`config.mk`:
```
export PLATFORM = sky130hd
export DESIGN_NAME = fig_04b_block_075_reg_select
export DESIGN_NICKNAME = d
export VERILOG_FILES = /design/src/rtl/fig_04b_block_075_reg_select.sv
export SDC_FILE = /design/constraint.sdc
export NUM_CORES = 1
export LEC_CHECK = 0
export BUFFER_PORTS_ARGS = -buffer_cell sky130_fd_sc_hd__buf_2
export CAP_MARGIN = 20
export CORE_MARGIN = 1.5
export CORE_UTILIZATION = 48
export DETAILED_ROUTE_END_ITERATION = 16
export PLACE_DENSITY = 0.82
export REMOVE_ABC_BUFFERS = 1
export SETUP_SLACK_MARGIN = 0.4
export SYNTH_ARGS = -nofsm -noshare
export SYNTH_HDL_FRONTEND = slang
export SYNTH_SLANG_ARGS = --single-unit
```
`constraint.sdc`:
```
create_clock -name clk -period 2.4 [get_ports clk]
set_input_delay 0.24 -clock clk [delete_from_list [all_inputs] [get_ports clk]]
set_output_delay 0.24 -clock clk [all_outputs]
set_load 0.01 [all_outputs]
```
`src/rtl/fig_04b_block_075_reg_select.sv`:
```
// Register-file write sequencer: tracks SuperFX prefix state (Sreg/Dreg/B), resolves MOVE/MOVES,
// assembles IBT/IWT immediates and arbitrates the single registered write port.
module fig_04b_block_075_reg_select (
  input  logic        clk,
  input  logic        reset,
  input  logic        op_valid,
  input  logic [7:0]  opcode,
  input  logic        alt_mem,
  input  logic        byte_valid,
  input  logic [7:0]  byte_in,
  input  logic        result_valid,
  input  logic [15:0] result,
  input  logic [15:0] rs_data,
  output logic [3:0]  src_sel,
  output logic [3:0]  sreg,
  output logic [3:0]  dreg,
  output logic        b_flag,
  output logic [15:0] z,
  output logic [3:0]  zsel,
  output logic        enable,
  output logic        busy,
  output logic        collision
);

  typedef enum logic [1:0] {IDLE = 2'd0, IMM_LO = 2'd1, IMM_HI = 2'd2} state_t;

  state_t      state_r, state_s;
  logic [3:0]  sreg_r, sreg_s, dreg_r, dreg_s;
  logic [3:0]  wb_dst_r, wb_dst_s, imm_dst_r, imm_dst_s;
  logic        b_flag_r, b_flag_s, iwt_r, iwt_s;
  logic [7:0]  lo_r, lo_s;
  logic        accept_s, mv_req_s, imm_req_s;
  logic [3:0]  mv_dst_s;
  logic [15:0] imm_data_s;
  logic        wr_s, coll_s;
  logic [3:0]  wr_sel_s;
  logic [15:0] wr_data_s;
  logic [15:0] z_r;
  logic [3:0]  zsel_r;
  logic        enable_r, collision_r;

  function automatic logic [15:0] sext8(input logic [7:0] b);
    return {{8{b[7]}}, b};
  endfunction

  assign accept_s = op_valid && (state_r == IDLE);

  // MOVES reads the register named in the opcode; everything else reads Sreg
  always_comb begin
    if (op_valid && (opcode[7:4] == 4'hB) && b_flag_r) begin
      src_sel = opcode[3:0];
    end else begin
      src_sel = sreg_r;
    end
  end

  // Opcode decode, prefix tracking and immediate-byte sequencing
  always_comb begin
    state_s    = state_r;
    sreg_s     = sreg_r;
    dreg_s     = dreg_r;
    b_flag_s   = b_flag_r;
    wb_dst_s   = wb_dst_r;
    imm_dst_s  = imm_dst_r;
    iwt_s      = iwt_r;
    lo_s       = lo_r;
    mv_req_s   = 1'b0;
    mv_dst_s   = 4'd0;
    imm_req_s  = 1'b0;
    imm_data_s = 16'd0;
    case (state_r)
      IDLE: begin
        if (accept_s) begin
          case (opcode[7:4])
            4'h1: begin
              if (b_flag_r) begin
                mv_req_s = 1'b1;
                mv_dst_s = opcode[3:0];
                sreg_s   = 4'd0;
                dreg_s   = 4'd0;
                b_flag_s = 1'b0;
              end else begin
                dreg_s = opcode[3:0];
              end
            end
            4'h2: begin
              sreg_s   = opcode[3:0];
              dreg_s   = opcode[3:0];
              b_flag_s = 1'b1;
            end
            4'hB: begin
              if (b_flag_r) begin
                mv_req_s = 1'b1;
                mv_dst_s = dreg_r;
                sreg_s   = 4'd0;
                dreg_s   = 4'd0;
                b_flag_s = 1'b0;
              end else begin
                sreg_s = opcode[3:0];
              end
            end
            4'hA, 4'hF: begin
              if (!alt_mem) begin
                imm_dst_s = opcode[3:0];
                iwt_s     = (opcode[7:4] == 4'hF);
                state_s   = IMM_LO;
              end else begin
                wb_dst_s = dreg_r;
              end
              sreg_s   = 4'd0;
              dreg_s   = 4'd0;
              b_flag_s = 1'b0;
            end
            default: begin
              wb_dst_s = dreg_r;
              sreg_s   = 4'd0;
              dreg_s   = 4'd0;
              b_flag_s = 1'b0;
            end
          endcase
        end else begin
          state_s = IDLE;
        end
      end
      IMM_LO: begin
        if (byte_valid) begin
          if (iwt_r) begin
            lo_s    = byte_in;
            state_s = IMM_HI;
          end else begin
            imm_req_s  = 1'b1;
            imm_data_s = sext8(byte_in);
            state_s    = IDLE;
          end
        end else begin
          state_s = IMM_LO;
        end
      end
      IMM_HI: begin
        if (byte_valid) begin
          imm_req_s  = 1'b1;
          imm_data_s = {byte_in, lo_r};
          state_s    = IDLE;
        end else begin
          state_s = IMM_HI;
        end
      end
      default: begin
        state_s = IDLE;
      end
    endcase
  end

  // Write arbitration: ALU result beats immediate completion beats MOVE/MOVES
  always_comb begin
    wr_s      = 1'b0;
    coll_s    = 1'b0;
    wr_sel_s  = 4'd0;
    wr_data_s = 16'd0;
    if (result_valid) begin
      wr_s      = 1'b1;
      wr_sel_s  = wb_dst_r;
      wr_data_s = result;
      coll_s    = imm_req_s || mv_req_s;
    end else if (imm_req_s) begin
      wr_s      = 1'b1;
      wr_sel_s  = imm_dst_r;
      wr_data_s = imm_data_s;
      coll_s    = mv_req_s;
    end else if (mv_req_s) begin
      wr_s      = 1'b1;
      wr_sel_s  = mv_dst_s;
      wr_data_s = rs_data;
    end else begin
      wr_s = 1'b0;
    end
  end

  // State and registered write-port update with synchronous active-low reset
  always_ff @(posedge clk) begin
    if (!reset) begin
      state_r     <= IDLE;
      sreg_r      <= 4'd0;
      dreg_r      <= 4'd0;
      b_flag_r    <= 1'b0;
      wb_dst_r    <= 4'd0;
      imm_dst_r   <= 4'd0;
      iwt_r       <= 1'b0;
      lo_r        <= 8'd0;
      z_r         <= 16'd0;
      zsel_r      <= 4'd0;
      enable_r    <= 1'b0;
      collision_r <= 1'b0;
    end else begin
      state_r     <= state_s;
      sreg_r      <= sreg_s;
      dreg_r      <= dreg_s;
      b_flag_r    <= b_flag_s;
      wb_dst_r    <= wb_dst_s;
      imm_dst_r   <= imm_dst_s;
      iwt_r       <= iwt_s;
      lo_r        <= lo_s;
      enable_r    <= wr_s;
      collision_r <= coll_s;
      if (wr_s) begin
        z_r    <= wr_data_s;
        zsel_r <= wr_sel_s;
      end
    end
  end

  assign sreg      = sreg_r;
  assign dreg      = dreg_r;
  assign b_flag    = b_flag_r;
  assign z         = z_r;
  assign zsel      = zsel_r;
  assign enable    = enable_r;
  assign collision = collision_r;
  assign busy      = (state_r != IDLE);

endmodule

```
==> flow_metrics.env, run 1 <==
export IMPL_synth_edf_count=0
export IMPL_leakagePower_nw=1.39
export IMPL_rsz0062_at_grt="false"
export IMPL_die_w_um=76.3
export IMPL_r2r_cells=7
export IMPL_dp_cells=432
export IMPL_fin_area_mm2=0.00326
export IMPL_fmax_mhz=529
export IMPL_fin_tns_setup_ns=0
export IMPL_synthTopCellsByArea="dfxtp_1 (39%), nand2_1 (5.1%), a22oi_1 (4.7%)"
export IMPL_grt_pass1_wl_um=10700
export IMPL_drc=0
export IMPL_drv_cap=0
export IMPL_reg2reg_slack_ns=0.51
export IMPL_endpoint="z[0]"
export IMPL_syn_instance_count=288
export IMPL_peakVddDrop_uv=239
export IMPL_cts_tree="done"
export IMPL_detailed_place_hpwl_um=4690
export IMPL_period_needed_ns=1.89
export IMPL_final_max_slew_viol_count=0
export IMPL_clock_root_buffer="clkbuf_8"
export IMPL_synthDistinctLibCells=42
export IMPL_wl_per_cell_um=14.5
export IMPL_post_dp_cell_area_mm2=0.00305
export IMPL_post_drt_via_cell_ratio=5.56
export IMPL_dr_first_iter_drc_count=184
export IMPL_cp_required_ns=2.58
export IMPL_layout_common_cells="buf_2 (89), dfxtp_1 (48), nand2_1 (34)"
export IMPL_track_usage=0.220
export IMPL_drt_wl_total_um=6450
export IMPL_num_vias=2481
export IMPL_r2r_start="state_r[0]"
export IMPL_critPathCaptureType="flip-flop"
export IMPL_first_pass_iters=4
export IMPL_gp_congestion=0.811
export IMPL_ant_nets=0
export IMPL_clk_insertion_delay_late_ns=0.31
export IMPL_fin_crit_sh=0.787
export IMPL_syn_area_per_cell_um2=8.96
export IMPL_drive_above_1_share=0.346
export IMPL_overflow=0
export IMPL_coreArea_mm2=0.00514
export IMPL_status="finished, final reports clean"
export IMPL_clk_pin_slew_ns=0.08
export IMPL_hold_slack_ns=0.164
export IMPL_tightest_slew_ns=0.582
export IMPL_fin_util=0.634
export IMPL_r2r_end="z[0]"
export IMPL_skew_ns=0.0142
export IMPL_final_common_cell="buf_2"
export IMPL_p_int_mw=1.26
export IMPL_combPwrFrac=0.125
export IMPL_synth_main_ff_cell="dfxtp_1"
export IMPL_busiest_layer="met2"
export IMPL_die_area_mm2=0.00583
export IMPL_async_reset_ff_frac=0
export IMPL_grt_use_met2=0.371
export IMPL_cts_hold_buffers_added=0
export IMPL_grt_pass1_vias=2291
export IMPL_clock_sinks=50
export IMPL_diodes=0
export IMPL_syn_to_final_growth_pct=26.2
export IMPL_grt_max_degree=28
export IMPL_crit_arrival_ns=2.07
export IMPL_synth_seq_cells=50
export IMPL_yosysTopAreaCellShare=0.388
export IMPL_nets=433
export IMPL_syn_area_mm2=0.00258
export IMPL_swShare=0.241
export IMPL_crit_path_start="state_r[0]"
export IMPL_yosysSeqAreaShare=0.388
export IMPL_startpoint_type="flip-flop"
export IMPL_netlist_top_cell_by_area="dfxtp_1"
export IMPL_critPathKind="reg -> reg"
export IMPL_seqPwrFrac=0.521
export IMPL_finalHoldViolations=0
export IMPL_p_per_area_mw_per_mm2=508
export IMPL_critPathMaxFanout=10
export IMPL_htree_levels=2
export IMPL_num_rows=26
export IMPL_numCtsBuffers=5
export IMPL_layoutNonFillerInstCount=446
export IMPL_total_power_mw=1.66
export IMPL_relSlewSlack=0.609
export IMPL_grt_antenna_before_repair=0
export IMPL_min_path_type="in -> reg"
export IMPL_grt_use_met1=0.288
export IMPL_clkPwrFrac=0.354
export IMPL_start_util=0.502
export IMPL_clockBufferDepth=2
export IMPL_portBuffers=89
export IMPL_die_y_um=76.3
export IMPL_p_sw_uw=398
export IMPL_setup_violations=0
export IMPL_pre_cts_ws_ns=0.197
export IMPL_worst_slack_ns=0.511
export IMPL_boundaryPins=90
export IMPL_yosysWarnings=0
export IMPL_use_met3=0.0383
==> Yosys cell counts, types with 7 or more instances <==
| cell | count |
|---|---|
| a221oi_1 | 10 |
| nor2b_1 | 19 |
| a21boi_0 | 13 |
| mux2i_1 | 10 |
| clkbuf_1 | 13 |
| a22oi_1 | 16 |
| nor3_1 | 11 |
| dfxtp_1 | 50 |
| inv_1 | 7 |
| a221o_1 | 10 |
| a211o_1 | 9 |
| nor2_1 | 24 |
| nand2_1 | 35 |
==> cell type report <==
class	instances	area (um^2)
clock inverter	2	37.5
inverter	7	26.3
sequential	50	1000
multi-input combinational	212	1510
clock buffer	6	72.6
tap	70	87.6
timing repair buffer	99	520
fill	468	1880
==> worst max-delay path, cell delays in order, from the launching register on <==
cell and delay [ns]:
dfxtp_2 0.37, inv_1 0.07, ha_1 0.29, nand2_2 0.10, a21oi_4 0.22, nor3_4 0.08
and2_2 0.27, a221o_1 0.36
==> logic make-up after synthesis <==
kind of cell | Yosys count | synth area share
simple gates | 107 | 0.222
mux | 15 | 0.0606
xor+xnor | 2 | 0.00679
buf+inv | 26 | 0.0470
flops | 50 | 0.388
fa+ha+maj | 4 | 0.0194
compound gates | 84 | 0.256
==> what timing repair did <==
| action | CTS | global route |
|---|---|---|
| gates resized for setup | 3 | 11 |
| endpoints found under the hold margin | 0 | 0 |
| endpoints found under the setup margin | 12 | 19 |
| pin swaps | 2 | 2 |
| buffers inserted | 3 | 3 |
==> power by group through the flow <==
stage	clock network [mW]	logic [mW]	registers, mW
finish	0.586	0.207	0.862
global route	0.636	0.225	0.866
CTS	0.593	0.205	0.862
detailed placement	0	0.201	0.882
global placement	0	0.198	0.882
floorplan	0	0.0831	0.890
==> how the worst min path moves through the flow <==
| stage | endpoint | slack [ns] | depth (start not counted) | from |
|---|---|---|---|---|
| 5_1_grt | z[4] | 0.16 | 2 | result[4] |
| 3_5_place_dp | lo_r[6] | 0.46 | 2 | lo_r[6] |
| 4_1_cts | z[3] | 0.16 | 2 | result[3] |
| 6_report | z[3] | 0.16 | 2 | result[3] |
| 2_1_floorplan | b_flag | 0.36 | 1 | reset |
| 3_3_place_gp | lo_r[3] | 0.45 | 2 | lo_r[3] |
==> routing by layer <==
layer,routed length [um],part of all wire
met5,0,0
met4,104,0.016
met3,399,0.062
met2,3210,0.50
met1,2740,0.42
==> registers in the layout (all words and copies together), names as in the netlist <==
| name | count |
|---|---|
| lo_r | 8 |
| iwt_r | 1 |
| imm_dst_r | 4 |
| z | 16 |
| sreg | 4 |
| b_flag | 1 |
| dreg | 4 |
| enable | 1 |
| wb_dst_r | 4 |
| collision | 1 |
| state_r | 2 |
| zsel | 4 |
Note: power is estimated with default switching activity, not from simulation.
==> run 2, diff against run 1 <==
--- a/config.mk
+++ b/config.mk
@@ -8,9 +8,9 @@
 export BUFFER_PORTS_ARGS = -buffer_cell sky130_fd_sc_hd__buf_2
 export CAP_MARGIN = 20
 export CORE_MARGIN = 1.5
-export CORE_UTILIZATION = 48
+export CORE_UTILIZATION = 45
 export DETAILED_ROUTE_END_ITERATION = 16
-export PLACE_DENSITY = 0.82
+export PLACE_DENSITY = 0.81
 export REMOVE_ABC_BUFFERS = 1
 export SETUP_SLACK_MARGIN = 0.4
 export SYNTH_ARGS = -nofsm -noshare
==> constraint.sdc (replaced) <==
create_clock -name clk -period 1.7 [get_ports clk]
set_input_delay 0.17 -clock clk [delete_from_list [all_inputs] [get_ports clk]]
set_output_delay 0.17 -clock clk [all_outputs]
set_load 0.01 [all_outputs]
==> run 2 against run 1 <==
Compared with the run above:
- the run now ends with setup timing left
- non-clock buffer count is 37 higher
- count of clock-buffer cells in the layout stayed put
- global-route usage increased by 5.1 points
- utilization grew 9.8 points
- via count increased by 21%
- combinational power up 90%
- critical endpoint is now z[4]
- highest routed layer unchanged
- first-iteration DRC count grew 46%
- setup slack got worse by 0.69 ns
- critical path type unchanged
- fmax rose by 0.66%
- cell count increased by 9.2%
- sequential cell count did not move
==> flow_metrics.env, run 2 (synthesis results as in run 1) <==
export IMPL_cts_tree="done"
export IMPL_regArea_mm2=0.00101
export IMPL_p_per_area_mw_per_mm2=586
export IMPL_hold_slack_ns=0.0812
export IMPL_leakagePower_nw=1.71
export IMPL_wl_per_cell_um=20.6
export IMPL_diodes=0
export IMPL_largest_register_ffs=16
export IMPL_critPathKind="reg -> reg"
export IMPL_track_usage=0.270
export IMPL_nets=472
export IMPL_final_common_cell="buf_2"
export IMPL_coreArea_mm2=0.00551
export IMPL_dr_first_iter_drc_count=269
export IMPL_crit_arrival_ns=2.08
export IMPL_fin_area_mm2=0.00403
export IMPL_drv_cap=0
export IMPL_fillers=329
export IMPL_first_pass_iters=5
export IMPL_syn_to_final_growth_pct=56.2
export IMPL_grt_antenna_before_repair=0
export IMPL_fin_util=0.732
export IMPL_rsz0062_at_grt="true"
export IMPL_final_max_slew_viol_count=0
export IMPL_finalHoldViolations=0
export IMPL_status="finished, violations left"
export IMPL_start_util=0.469
export IMPL_numCtsBuffers=5
export IMPL_drc=0
export IMPL_grt_pass1_vias=2645
export IMPL_multi_input_area_mm2=0.00188
export IMPL_skew_ns=0.00789
export IMPL_num_vias=2992
export IMPL_post_drt_via_cell_ratio=6.14
export IMPL_drt_wl_total_um=10000
export IMPL_total_power_mw=2.36
export IMPL_peakVddDrop_uv=391
export IMPL_fin_crit_sh=1.10
export IMPL_critPathMaxFanout=5
export IMPL_clockBufferDepth=2
export IMPL_post_dp_cell_area_mm2=0.00323
export IMPL_die_area_mm2=0.00620
export IMPL_clk_pin_slew_ns=0.10
export IMPL_die_y_um=78.7
export IMPL_boundaryPins=90
export IMPL_clock_sinks=50
export IMPL_fin_tns_setup_ns=-2.54
export IMPL_die_w_um=78.7
export IMPL_detailed_place_hpwl_um=5150
export IMPL_cp_required_ns=1.91
export IMPL_tightest_slew_ns=0.677
export IMPL_overflow=0
export IMPL_critPathCaptureType="flip-flop"
export IMPL_drive_above_1_share=0.530
export IMPL_gp_congestion=0.849
export IMPL_htree_levels=2
export IMPL_portBuffers=89
export IMPL_ant_nets=0
export IMPL_layout_common_cells="buf_2 (87), dfxtp_1 (47), nand2_1 (28)"
export IMPL_worst_slack_ns=-0.176
export IMPL_period_needed_ns=1.88
export IMPL_clk_insertion_delay_late_ns=0.31
export IMPL_startpoint_type="flip-flop"
export IMPL_violations="setup timing"
export IMPL_num_rows=27
export IMPL_grt_max_degree=25
export IMPL_clock_root_buffer="clkbuf_8"
export IMPL_setup_violations=20
export IMPL_relSlewSlack=0.548
export IMPL_grt_pass1_wl_um=13200
export IMPL_min_path_type="in -> reg"
export IMPL_fmax_mhz=533
run 2: cell count changes in the layout (fill, tap and decap cells not counted), moves of 6 or more:
cell	previous run	this run
buf_4	10	25
a21boi_1	5	15
buf_6	0	21
nand2_1	34	28
nor3_1	11	5
a221oi_1	7	1
a22oi_1	16	8
a21boi_0	13	1
a22oi_2	0	8
run 2: where the power goes:
| group | total (mW) | internal (mW) | switching (mW) | leakage [nW] |
|---|---|---|---|---|
| clock | 0.751 | 0.328 | 0.423 | 0.0472 |
| sequential | 1.22 | 1.20 | 0.0196 | 0.409 |
| combinational | 0.394 | 0.181 | 0.213 | 1.26 |
| total | 2.36 | 1.71 | 0.655 | 1.71 |
run 2: path summary, 6_finish.rpt:
check,start,endpoint,slack [ns],depth (start not counted)
worst max-delay path,state_r[0],z[4],-0.18,8
worst min-delay path,result[5],z[5],0.08,2
worst min register to register,lo_r[3],lo_r[3],0.49,2
worst max register to register,state_r[0],z[4],-0.18,8
run 2: timing repair:
action / in CTS / in global routing
cloned: 4 / 0
resized for setup: 85 / 49
hold buffers: 0 / 0
setup endpoints to repair: 50 / 54
buffers inserted: 6 / 11
pin swaps: 24 / 19
run 2: worst max-delay path, stage by stage (launching register included):
cell and delay [ns]:
dfxtp_4 0.39, inv_4 0.05, ha_4 0.26, nand2_4 0.08, a21oi_4 0.22, buf_4 0.17, nor3_4 0.05, and2_4 0.19
a221o_1 0.35
run 2: final cells by class:
| cell class | count | share of cell area |
|---|---|---|
| well taps | 72 | 0.0223 |
| clock inverters | 2 | 0.00310 |
| flip-flops and latches | 50 | 0.250 |
| inverters | 7 | 0.00962 |
| clock buffers | 6 | 0.0205 |
| multi-input cells | 214 | 0.467 |
| repair buffers | 136 | 0.227 |
run 2: metal layers:
layer | global-route usage | routed length [um] | up-vias
met3 | 0.0483 | 792 | 51
met5 | 0 | 0 | -
met1 | 0.335 | 3730 | 1416
li1 | - | - | 1309
met4 | 0.118 | 481 | 0
met2 | 0.458 | 5040 | 216
run 2: metrics by stage:
stage          instances  worst slack [ns]
6_report             487            -0.176
4_1_cts              476           0.00466
3_3_place_gp         458            -0.124
5_1_grt              487            -0.209
2_1_floorplan        269            -0.507
3_5_place_dp         458            -0.197
==> run 3, diff against run 2 <==
--- a/config.mk
+++ b/config.mk
@@ -8,9 +8,9 @@
 export BUFFER_PORTS_ARGS = -buffer_cell sky130_fd_sc_hd__buf_2
 export CAP_MARGIN = 20
 export CORE_MARGIN = 1.5
-export CORE_UTILIZATION = 45
+export CORE_UTILIZATION = 48
 export DETAILED_ROUTE_END_ITERATION = 16
-export PLACE_DENSITY = 0.81
+export PLACE_DENSITY = 0.82
 export REMOVE_ABC_BUFFERS = 1
 export SETUP_SLACK_MARGIN = 0.4
 export SYNTH_ARGS = -nofsm -noshare
==> constraint.sdc (replaced) <==
create_clock -name clk -period 2.2 [get_ports clk]
set_input_delay 0.22 -clock clk [delete_from_list [all_inputs] [get_ports clk]]
set_output_delay 0.22 -clock clk [all_outputs]
set_load 0.01 [all_outputs]
==> run 3 against run 2 <==
Compared with the run above:
- the flow now finishes without violations
- sequential power fell by 23%
- global-route usage shrank 4.4 points
- critical path depth stayed put
- wire length down 24%
- total power is 23% lower
- die area down 6.0%
- utilization shrank 4.8 points
- critical path type unchanged
- largest cell class unchanged
==> flow_metrics.env, run 3 (synthesis results as in run 1) <==
export IMPL_dr_first_iter_drc_count=171
export IMPL_tightest_slew_ns=0.787
export IMPL_fin_area_mm2=0.00352
export IMPL_fin_crit_sh=0.822
export IMPL_skew_ns=0.00518
export IMPL_post_drt_via_cell_ratio=5.75
export IMPL_largest_register_ffs=16
export IMPL_cts_tree="done"
export IMPL_period_needed_ns=1.81
export IMPL_start_util=0.502
export IMPL_wl_per_cell_um=16.6
export IMPL_finalHoldViolations=0
export IMPL_detailed_place_hpwl_um=4650
export IMPL_crit_arrival_ns=2.01
export IMPL_numCtsBuffers=5
export IMPL_drv_cap=0
export IMPL_first_pass_iters=5
export IMPL_clk_insertion_delay_late_ns=0.31
export IMPL_final_common_cell="buf_2"
export IMPL_status="finished, final reports clean"
export IMPL_coreArea_mm2=0.00514
export IMPL_crit_path_start="state_r[0]"
export IMPL_die_w_um=76.3
export IMPL_gp_congestion=0.820
export IMPL_setup_violations=0
export IMPL_ant_nets=0
export IMPL_r2r_end="z[1]"
export IMPL_r2r_cells=8
export IMPL_htree_levels=2
export IMPL_hp_start="result[0]"
export IMPL_num_vias=2621
export IMPL_boundaryPins=90
export IMPL_drc=0
export IMPL_pre_cts_ws_ns=0.0263
export IMPL_relSlewSlack=0.474
export IMPL_p_sw_uw=455
export IMPL_grt_pass1_wl_um=10800
export IMPL_diodes=0
export IMPL_peakVddDrop_uv=386
export IMPL_track_usage=0.226
export IMPL_critPathMaxFanout=15
export IMPL_post_dp_cell_area_mm2=0.00306
export IMPL_p_int_mw=1.37
export IMPL_cts_hold_buffers_added=0
export IMPL_layout_common_cells="buf_2 (89), dfxtp_1 (48), nand2_1 (34)"
export IMPL_worstHoldPathCells=2
export IMPL_syn_to_final_growth_pct=36.3
export IMPL_portBuffers=89
export IMPL_cp_required_ns=2.40
export IMPL_fmax_mhz=553
export IMPL_drive_above_1_share=0.433
export IMPL_critPathCaptureType="flip-flop"
export IMPL_clkPwrFrac=0.355
export IMPL_clock_root_buffer="clkbuf_8"
export IMPL_clockBufferDepth=2
export IMPL_grt_max_degree=27
export IMPL_combPwrFrac=0.132
export IMPL_worst_slack_ns=0.392
export IMPL_overflow=0
export IMPL_drt_wl_total_um=7590
export IMPL_reg2reg_slack_ns=0.39
export IMPL_die_y_um=76.3
export IMPL_total_power_mw=1.83
export IMPL_r2r_start="state_r[0]"
export IMPL_fillers=402
export IMPL_grt_pass1_vias=2372
export IMPL_critPathKind="reg -> reg"
export IMPL_p_per_area_mw_per_mm2=520
export IMPL_final_max_slew_viol_count=0
export IMPL_grt_antenna_before_repair=0
export IMPL_num_rows=26
export IMPL_swShare=0.249
export IMPL_fin_tns_setup_ns=0
export IMPL_clk_pin_slew_ns=0.09
export IMPL_seqPwrFrac=0.514
export IMPL_leakagePower_nw=1.48
export IMPL_min_to="z[0]"
export IMPL_startpoint_type="flip-flop"
export IMPL_min_path_type="in -> reg"
export IMPL_rsz0062_at_grt="true"
export IMPL_die_area_mm2=0.00583
export IMPL_nets=443
export IMPL_hold_slack_ns=0.139
export IMPL_clock_sinks=50
-- run 3: worst max-delay path by stage --
stage	end	slack [ns]	cells after the start
3_5_place_dp	z[3]	0.03	7
3_3_place_gp	zsel[3]	0.10	7
4_1_cts	zsel[0]	0.39	8
2_1_floorplan	z[0]	-0.007	7
5_1_grt	z[5]	0.30	8
6_report	z[1]	0.39	8
-- run 3: layout make-up --
type	count	area [um^2]	area share
multi-input cells	212	1680	0.477
repair buffers	109	611	0.174
clock inverters	1	30.0	0.00853
inverters	7	26.3	0.00747
flip-flops and latches	50	1010	0.287
clock buffers	7	76.3	0.0217
well taps	70	87.6	0.0249
-- run 3: metal layers --
| metal | GRT usage | vias to the layer above | share of wire | wire (um) |
|---|---|---|---|---|
| li1 | - | 1246 | - | - |
| met1 | 0.278 | 1253 | 0.42 | 3160 |
| met3 | 0.0503 | 21 | 0.055 | 419 |
| met2 | 0.381 | 101 | 0.50 | 3810 |
| met4 | 0.0926 | 0 | 0.026 | 198 |
| met5 | 0 | - | 0 | 0 |
-- run 3: critical path, stage by stage, from the launching register on --
cell	delay (ns)
dfxtp_4	0.38
inv_2	0.06
ha_2	0.19
inv_2	0.11
nor2_1	0.07
buf_6	0.17
a221oi_1	0.40
nor3_2	0.06
a221o_1	0.26
-- run 3: repair_timing --
action                                  CTS  global route
gates resized for setup                  17            41
hold endpoints to repair                  0             0
endpoints found under the setup margin   20            36
buffers inserted                          4             9
pin swaps                                 3            13
gates cloned                              0             1
-- run 3: metrics by stage --
step | util | std cells
finish | 0.685 | 456
global route | 0.685 | 456
CTS | 0.636 | 446
detailed placement | 0.596 | 434
global placement | 0.596 | 434
floorplan | - | 269
-- run 3: power groups by stage --
stage	registers, mW	clock network [mW]	logic (mW)
2_1_floorplan	0.971	0	0.0907
3_3_place_gp	0.962	0	0.218
4_1_cts	0.941	0.649	0.225
6_report	0.939	0.649	0.241
5_1_grt	0.942	0.690	0.260
3_5_place_dp	0.961	0	0.221
